<file path="config.mk">
export PLATFORM = sky130hd
export DESIGN_NAME = loopback_ber_ctrl_flat
export DESIGN_NICKNAME = d
export VERILOG_FILES = /design/src/rtl/loopback_pkg.sv /design/src/rtl/loopback_ber_ctrl_if.sv /design/src/rtl/popcount_reg.sv /design/src/rtl/loopback_ber_ctrl.sv /design/src/flat_wrapper.sv
export SDC_FILE = /design/constraint.sdc
export NUM_CORES = 1
export LEC_CHECK = 0
export CORE_MARGIN = 3
export CORE_UTILIZATION = 50
export DETAILED_ROUTE_END_ITERATION = 8
export PLACE_DENSITY = 0.78
export RECOVER_POWER = 100
export SLEW_MARGIN = 25
export SYNTH_ARGS = -nofsm -noshare
export SYNTH_HDL_FRONTEND = slang
export SYNTH_SLANG_ARGS = --single-unit
</file>
<file path="constraint.sdc">
create_clock -name core_clk -period 4.9 [get_ports core_clk]
set_input_delay 0.49 -clock core_clk [delete_from_list [all_inputs] [get_ports core_clk]]
set_output_delay 0.49 -clock core_clk [all_outputs]
set_load 0.005 [all_outputs]
</file>
<file path="src/rtl/loopback_pkg.sv">
`default_nettype none
// ============================================================================
//  Module   : loopback_pkg
//  Desc     : Shared types and codes for the loopback BER test sequencer
//  Revision : 1.0  initial release
// ============================================================================
package loopback_pkg;

  localparam int CNT_W_DEFAULT = 48;

  typedef enum logic [2:0] {
    S_IDLE      = 3'd0,
    S_CHAIN_RST = 3'd1,
    S_WARMUP    = 3'd2,
    S_LOCK      = 3'd3,
    S_MEASURE   = 3'd4,
    S_FLUSH     = 3'd5,
    S_DONE      = 3'd6
  } state_t;

  typedef logic [1:0] status_t;

  localparam status_t ST_NONE    = 2'd0;
  localparam status_t ST_PASS    = 2'd1;
  localparam status_t ST_FAIL    = 2'd2;
  localparam status_t ST_TIMEOUT = 2'd3;

endpackage
`default_nettype wire

</file>
<file path="src/rtl/loopback_ber_ctrl_if.sv">
`default_nettype none
// ============================================================================
//  Module   : loopback_ber_ctrl_if
//  Desc     : Control, checker and result signals of the BER test sequencer
//  Revision : 1.0  initial release
// ============================================================================
interface loopback_ber_ctrl_if
  import loopback_pkg::*;
#(
  parameter int NBITS = 32,
  parameter int CNT_W = CNT_W_DEFAULT
);
  logic             start;
  logic             abort;
  logic [31:0]      window_words;
  logic [CNT_W-1:0] err_limit;
  logic             chk_valid;
  logic [NBITS-1:0] chk_err;
  logic             chain_rst;
  logic             busy;
  logic             locked;
  logic             done;
  status_t          status;
  logic [CNT_W-1:0] word_cnt;
  logic [CNT_W-1:0] bit_err_cnt;

  // Test controller side: issues commands, feeds checker results, reads status
  modport master (
    output start, abort, window_words, err_limit, chk_valid, chk_err,
    input  chain_rst, busy, locked, done, status, word_cnt, bit_err_cnt
  );

  // Sequencer side
  modport slave (
    input  start, abort, window_words, err_limit, chk_valid, chk_err,
    output chain_rst, busy, locked, done, status, word_cnt, bit_err_cnt
  );
endinterface
`default_nettype wire

</file>
<file path="src/rtl/popcount_reg.sv">
`default_nettype none
// ============================================================================
//  Module   : popcount_reg
//  Desc     : Ones count of an error vector with a registered, enabled output
//  Revision : 1.0  initial release
// ============================================================================
module popcount_reg #(
  parameter int NBITS = 32,
  parameter int CW    = $clog2(NBITS + 1)
) (
  input  logic             clk,
  input  logic             rst,
  input  logic             en,
  input  logic [NBITS-1:0] din,
  output logic [CW-1:0]    cnt
);
  logic [CW-1:0] sum;

  // Combinational ones count of the input word
  always_comb begin
    sum = '0;
    for (int i = 0; i < NBITS; i++) begin
      sum = sum + CW'(din[i]);
    end
  end

  // Capture the count when a word is presented, hold otherwise
  always_ff @(posedge clk) begin
    if (!rst)    cnt <= '0;
    else if (en) cnt <= sum;
  end
endmodule
`default_nettype wire

</file>
<file path="src/rtl/loopback_ber_ctrl.sv">
`default_nettype none
// ============================================================================
//  Module   : loopback_ber_ctrl
//  Desc     : Loopback chain test sequencer: chain reset, warm-up, PRBS lock,
//             windowed word / bit-error counting and pass/fail/timeout result
//  Revision : 1.0  initial release
// ============================================================================
module loopback_ber_ctrl
  import loopback_pkg::*;
#(
  parameter int NBITS            = 32,
  parameter int CNT_W            = CNT_W_DEFAULT,
  parameter int CHAIN_RST_CYCLES = 16,
  parameter int WARMUP_CYCLES    = 256,
  parameter int LOCK_WORDS       = 64,
  parameter int LOCK_TIMEOUT     = 65536
) (
  input  logic               core_clk,
  input  logic               rst,
  loopback_ber_ctrl_if.slave bus
);
  localparam int PW    = $clog2(NBITS + 1);
  localparam int RUN_W = $clog2(LOCK_WORDS + 1);

  state_t           state, state_nxt;
  logic [31:0]      phase;          // cycles in timed states, words in MEASURE
  logic [RUN_W-1:0] run;
  logic [31:0]      win;
  logic [CNT_W-1:0] lim;
  logic [CNT_W-1:0] words, bit_errs;
  logic [CNT_W:0]   word_sum, err_sum;
  logic [CNT_W-1:0] words_sat, bit_errs_sat, err_final;
  logic [PW-1:0]    pc_cnt;
  logic             pc_en, pc_vld;
  logic             accept_start, word_clean, meas_upd;
  logic             chain_rst_q, locked_q, done_q;
  status_t          status_q;

  assign accept_start = bus.start && !bus.abort && (state == S_IDLE || state == S_DONE);
  assign word_clean   = bus.chk_valid && (bus.chk_err == '0);
  assign pc_en        = (state == S_MEASURE) && bus.chk_valid;
  // Counters move one cycle after their word, so FLUSH still absorbs the last one
  assign meas_upd     = pc_vld && (state == S_MEASURE || state == S_FLUSH);

  popcount_reg #(.NBITS(NBITS), .CW(PW)) u_popcount (
    .clk (core_clk),
    .rst (rst),
    .en  (pc_en),
    .din (bus.chk_err),
    .cnt (pc_cnt)
  );

  // Saturating next values of the measurement counters
  always_comb begin
    word_sum     = {1'b0, words} + (CNT_W + 1)'(1);
    err_sum      = {1'b0, bit_errs} + (CNT_W + 1)'(pc_cnt);
    words_sat    = word_sum[CNT_W] ? '1 : word_sum[CNT_W-1:0];
    bit_errs_sat = err_sum[CNT_W]  ? '1 : err_sum[CNT_W-1:0];
    err_final    = pc_vld ? bit_errs_sat : bit_errs;
  end

  // Next-state decode; abort overrides every other transition
  always_comb begin
    state_nxt = state;
    case (state)
      S_IDLE, S_DONE: if (accept_start) state_nxt = S_CHAIN_RST;
      S_CHAIN_RST:    if (phase == 32'(CHAIN_RST_CYCLES - 1)) state_nxt = S_WARMUP;
      S_WARMUP:       if (phase == 32'(WARMUP_CYCLES - 1)) state_nxt = S_LOCK;
      S_LOCK: begin
        if (word_clean && run == RUN_W'(LOCK_WORDS - 1)) state_nxt = S_MEASURE;
        else if (phase == 32'(LOCK_TIMEOUT - 1))          state_nxt = S_DONE;
      end
      S_MEASURE:      if (bus.chk_valid && phase == win - 32'd1) state_nxt = S_FLUSH;
      S_FLUSH:        state_nxt = S_DONE;
      default:        state_nxt = S_IDLE;
    endcase
    if (bus.abort) state_nxt = S_IDLE;
  end

  // State register
  always_ff @(posedge core_clk) begin
    if (!rst) state <= S_IDLE;
    else      state <= state_nxt;
  end

  // Phase counter restarts on every state change; lock run tracks clean words
  always_ff @(posedge core_clk) begin
    if (!rst) begin
      phase <= '0;
      run   <= '0;
    end else begin
      if (state_nxt != state)                          phase <= '0;
      else if (state != S_MEASURE || bus.chk_valid)    phase <= phase + 32'd1;
      if (state != S_LOCK)                             run <= '0;
      else if (word_clean)                             run <= run + RUN_W'(1);
      else if (bus.chk_valid)                          run <= '0;
    end
  end

  // Test configuration captured on an accepted start; zero-length window means one word
  always_ff @(posedge core_clk) begin
    if (!rst) begin
      win <= 32'd1;
      lim <= '0;
    end else if (accept_start) begin
      win <= (bus.window_words == 32'd0) ? 32'd1 : bus.window_words;
      lim <= bus.err_limit;
    end
  end

  // Word and bit-error counters, cleared on start, fed by the registered popcount
  always_ff @(posedge core_clk) begin
    if (!rst) begin
      words    <= '0;
      bit_errs <= '0;
      pc_vld   <= 1'b0;
    end else begin
      pc_vld <= pc_en;
      if (accept_start) begin
        words    <= '0;
        bit_errs <= '0;
      end else if (meas_upd) begin
        words    <= words_sat;
        bit_errs <= bit_errs_sat;
      end
    end
  end

  // Registered outputs: chain reset, done pulse, lock flag and result status
  always_ff @(posedge core_clk) begin
    if (!rst) begin
      chain_rst_q <= 1'b1;
      done_q      <= 1'b0;
      locked_q    <= 1'b0;
      status_q    <= ST_NONE;
    end else begin
      chain_rst_q <= (state_nxt == S_IDLE) || (state_nxt == S_CHAIN_RST);
      done_q      <= (state_nxt == S_DONE) && (state != S_DONE);
      if (accept_start)                                      locked_q <= 1'b0;
      else if (state == S_LOCK && state_nxt == S_MEASURE)    locked_q <= 1'b1;
      if (accept_start || bus.abort)                         status_q <= ST_NONE;
      else if (state == S_LOCK && state_nxt == S_DONE)       status_q <= ST_TIMEOUT;
      else if (state == S_FLUSH)                             status_q <= (err_final <= lim) ? ST_PASS : ST_FAIL;
    end
  end

  assign bus.chain_rst   = chain_rst_q;
  assign bus.busy        = (state != S_IDLE) && (state != S_DONE);
  assign bus.locked      = locked_q;
  assign bus.done        = done_q;
  assign bus.status      = status_q;
  assign bus.word_cnt    = words;
  assign bus.bit_err_cnt = bit_errs;
endmodule
`default_nettype wire

</file>
<file path="src/flat_wrapper.sv">
// flat-port wrapper written by rule: the top's interface ports become plain ports
module loopback_ber_ctrl_flat import loopback_pkg::*;
#(
  parameter int NBITS            = 32,
  parameter int CNT_W            = CNT_W_DEFAULT,
  parameter int CHAIN_RST_CYCLES = 16,
  parameter int WARMUP_CYCLES    = 256,
  parameter int LOCK_WORDS       = 64,
  parameter int LOCK_TIMEOUT     = 65536
)
  (core_clk, rst, bus_start, bus_abort, bus_window_words, bus_err_limit, bus_chk_valid, bus_chk_err, bus_chain_rst, bus_busy, bus_locked, bus_done, bus_status, bus_word_cnt, bus_bit_err_cnt);
  loopback_ber_ctrl_if #(.NBITS(NBITS), .CNT_W(CNT_W)) bus_i ();
  input  logic core_clk;
  input  logic rst;
  input wire logic [$bits(bus_i.start)-1:0] bus_start;
  input wire logic [$bits(bus_i.abort)-1:0] bus_abort;
  input wire logic [$bits(bus_i.window_words)-1:0] bus_window_words;
  input wire logic [$bits(bus_i.err_limit)-1:0] bus_err_limit;
  input wire logic [$bits(bus_i.chk_valid)-1:0] bus_chk_valid;
  input wire logic [$bits(bus_i.chk_err)-1:0] bus_chk_err;
  output wire logic [$bits(bus_i.chain_rst)-1:0] bus_chain_rst;
  output wire logic [$bits(bus_i.busy)-1:0] bus_busy;
  output wire logic [$bits(bus_i.locked)-1:0] bus_locked;
  output wire logic [$bits(bus_i.done)-1:0] bus_done;
  output wire logic [$bits(bus_i.status)-1:0] bus_status;
  output wire logic [$bits(bus_i.word_cnt)-1:0] bus_word_cnt;
  output wire logic [$bits(bus_i.bit_err_cnt)-1:0] bus_bit_err_cnt;
  assign bus_i.start = bus_start;
  assign bus_i.abort = bus_abort;
  assign bus_i.window_words = bus_window_words;
  assign bus_i.err_limit = bus_err_limit;
  assign bus_i.chk_valid = bus_chk_valid;
  assign bus_i.chk_err = bus_chk_err;
  assign bus_chain_rst = bus_i.chain_rst;
  assign bus_busy = bus_i.busy;
  assign bus_locked = bus_i.locked;
  assign bus_done = bus_i.done;
  assign bus_status = bus_i.status;
  assign bus_word_cnt = bus_i.word_cnt;
  assign bus_bit_err_cnt = bus_i.bit_err_cnt;
  loopback_ber_ctrl #(.NBITS(NBITS), .CNT_W(CNT_W), .CHAIN_RST_CYCLES(CHAIN_RST_CYCLES), .WARMUP_CYCLES(WARMUP_CYCLES), .LOCK_WORDS(LOCK_WORDS), .LOCK_TIMEOUT(LOCK_TIMEOUT)) u_core (.core_clk(core_clk), .rst(rst), .bus(bus_i));
endmodule
</file>
==> results.toml <==
[run_status]
status = "finished with violations"
violations = "max-capacitance violations, max-slew violations"

[grt]
grt_pass1_wl_mm = 65.8
grt_use_met1 = 0.321
antenna_found_initial = 0
grt_max_degree = 64
grt_overflow = 0
met3_usage = 0.0452
first_global_vias = 13300
grt_use_met2 = 0.449
grt_usage = 0.257
busiest_layer = "met2"

[worst_setup_path]
critPathKind = "primary input to flip-flop"
critPathCaptureType = "flip-flop"
cp_slowest_cell = "fa_1"
start_kind = "primary input"
cp_cell_sequence = "clkdlybuf4s50_1 -> fa_1 -> fa_1 -> inv_1 -> fa_1 -> fa_1 -> fa_1 -> fa_1 -> inv_1 -> ha_1 -> inv_1 -> fa_2 -> inv_1 -> a21o_1 -> a21oi_2 -> xnor2_1 -> nand2_1 -> a21oi_2"
cp_slowest_stage_delay_ns = 0.52
cp.arrival_ns = 5.19
cp_common_cell = "fa_1"
cp_max_fo = 2
critical_path_required_ns = 5.37
critical_path_buf_inv_count = 5
path_delay_family = "adder cells"

[pwr]
switching_share = 0.271
finalPower_mw = 5.24
pwr-share-seq = 0.370
clockPowerShare = 0.409
power_frac_comb = 0.221
power.switching_mw = 1.42
max-vdd-ir-drop_v = 0.000301
p_leak_nw = 7.33
cellPowerDensity_nw_per_um2 = 292
p_int_mw = 3.82

[synthesis]
synth_area_per_cell_um2 = 7.92
yosysWarnings = 0
synth-seq-cells = 230
synth_seq_area_share = 0.325
synth_cell_types = 80
synth_edf_count = 0
synth_cells = 1788
syn_area_um2 = 14200
syn_nets = 1996
async_flop_share = 0
synth_ff_type = "dfxtp_1"

[floorplan]
core_area_um2 = 27400
die_area_um2 = 30400
die_y_um = 174
ios = 219
initial_utilization = 0.516
rows = 60
die_w_um = 174

[cells_and_area]
antenna_cells = 0
syn_to_final_growth_pct = 26.6
layout-drive-gt1-share = 0.0917
fillCellCount = 2324
instances_no_fill = 2400
final_net_count = 2218
final_core_util = 0.654

[routing]
avgViaCountPerCell = 5.77
drc_errors = 0
wirelength_mm = 40.7
first_pass_iters = 5
drtIter0Drc = 853
wl_per_cell_um = 17.0
ant_nets = 0
via_count = 13800

[sta]
fin_skew_ns = 0.00993
slew_headroom = -0.559
slew_viol_final = 103
worstMarginPinSlew_ns = 2.34
setup_viol = 0
fin_crit_ns = 4.72
fmax_mhz = 212
period_share = 0.964
hold_violations = 0
setup_ws_ns = 0.176
hold_slack_ns = 0.453

[clocking]
htreeDepth = 1
cts_buffers = 26
cts_tree = "yes"
clock-sinks = 230
cts.path.max_buffers = 3
clk_pin_slew_ns = 0.06
root_buffer = "clkbuf_16"
clk-insertion-delay-late_ns = 0.54

[placement]
gp_congestion = 0.933
io_buffers = 218
dp.cells = 2353
place_ws_ns = -0.451
hpwl_mm = 30.2

[flow_run]
maxCapViolCount = 2

[worst_hold_path]
hp-class = "flip-flop to flip-flop"
## worst min-delay path, cell delays in order (launching register included)
cell and delay (ns):
dfxtp_1 0.31, nand2_1 0.05, a21oi_1 0.05
## cells in the final DEF (no fill, tap or decap), types with 8 or more instances in the layout
master             n
o21ai_0           43
a21oi_1          190
clkdlybuf4s50_1  108
clkbuf_16         27
xnor2_1           59
nor3_1            32
fa_1              24
o21a_1             8
nor2_1           142
nor2_2            11
nor2b_1            9
and4_1             9
dfxtp_1          229
a211oi_1          21
a21o_1            22
dlymetal6s2s_1    10
ha_1              66
nand3_1           56
xor2_1            61
a22o_1            24
nand2b_1          10
and2_1            13
nor4_1            36
a311oi_1          16
inv_1            109
dlygate4sd3_1    100
nand4_1           51
buf_4             63
a31oi_1           29
nand2_1          231
clkbuf_1          16
and3_1            37
## sequential cells by signal, summed over array words and instances, names as in the netlist
register                count
u_core.bus.word_cnt        48
u_core.phase               32
u_core.run                  7
u_core.u_popcount.cnt       6
u_core.bus.bit_err_cnt     48
u_core.bus.status           2
u_core.lim                 48
u_core.pc_vld               1
u_core.bus.chain_rst        1
u_core.state                3
u_core.bus.locked           1
u_core.win                 32
u_core.bus.done             1
## cells in the mapped netlist (22+ instances only)
| cell | count | share of area |
|---|---|---|
| o21ai_0 | 43 | 0.015 |
| inv_1 | 111 | 0.029 |
| xor2_1 | 61 | 0.038 |
| a21oi_1 | 194 | 0.069 |
| ha_1 | 66 | 0.058 |
| a22o_1 | 24 | 0.015 |
| a21o_1 | 22 | 0.012 |
| fa_1 | 25 | 0.035 |
| nand4_1 | 50 | 0.022 |
| nor4_1 | 37 | 0.016 |
| dfxtp_1 | 230 | 0.33 |
| a211oi_1 | 22 | 0.012 |
| clkbuf_1 | 93 | 0.025 |
| and3_1 | 37 | 0.016 |
| nor2_2 | 29 | 0.013 |
| nand2_1 | 233 | 0.062 |
| xnor2_1 | 59 | 0.037 |
| nand3_1 | 56 | 0.020 |
| a31oi_1 | 29 | 0.013 |
| nor3_1 | 38 | 0.013 |
| nor2_1 | 124 | 0.033 |
## kinds of logic after synthesis
kind of cell | share of synthesized area
flip-flops | 0.325
AO/OA/AOI/OAI | 0.189
multiplexers | 0.00822
XOR/XNOR | 0.0743
adder cells (fa/ha/maj) | 0.0937
buffers and inverters | 0.0610
AND/OR/NAND/NOR | 0.248
## repair_timing
| item | in CTS | in global routing |
|---|---|---|
| endpoints found under the setup margin | 1 | 5 |
| hold buffers | 0 | 0 |
| gates resized for setup | 2 | 33 |
| gates cloned | 0 | 0 |
| setup buffers | 0 | 1 |
| endpoints found under the hold margin | 0 | 0 |
| pin swaps | 0 | 18 |
## final timing paths
kind,slack [ns],endpoint,depth (start not counted),from
setup / recovery,0.18,u_core.u_popcount.cnt[4],18,bus_chk_err[13]
hold / removal,0.45,u_core.lim[11],2,u_core.lim[11]
setup reg to reg,0.22,u_core.bus.status[0],24,u_core.bus.bit_err_cnt[0]
hold reg to reg,0.45,u_core.lim[11],2,u_core.lim[11]
## cell type report
class                   instances  area [um^2]  area share
clock buffers                  34          752      0.0420
repair buffers                298         2760       0.154
well taps                     372          465      0.0260
inverters                     112          420      0.0235
clock inverters                12          190      0.0106
multi-input cells            1342         8730       0.487
flip-flops and latches        230         4610       0.257
## per-stage QoR
| step | setup TNS (ns) | area (um^2) |
|---|---|---|
| 3_3_place_gp | -1.31 | 17000 |
| 6_report | 0 | 17900 |
| 3_5_place_dp | -1.65 | 17000 |
| 2_1_floorplan | 0 | 14200 |
| 4_1_cts | 0 | 17900 |
| 5_1_grt | -0.00183 | 17900 |
## power groups by stage
| stage | logic [mW] | clock network, mW | registers, mW |
|---|---|---|---|
| floorplan | 0.781 | 0 | 1.97 |
| global placement | 1.08 | 0 | 1.98 |
| detailed placement | 1.13 | 0 | 1.98 |
| CTS | 1.14 | 2.18 | 1.94 |
| global route | 1.31 | 2.25 | 1.94 |
| finish | 1.16 | 2.14 | 1.94 |
## layer usage
layer	wire, um	vias up
met1	17000	6516
met2	19600	460
li1	-	6761
met4	1450	0
met3	2650	99
met5	0	-
Note: power is estimated with default switching activity, not from simulation.
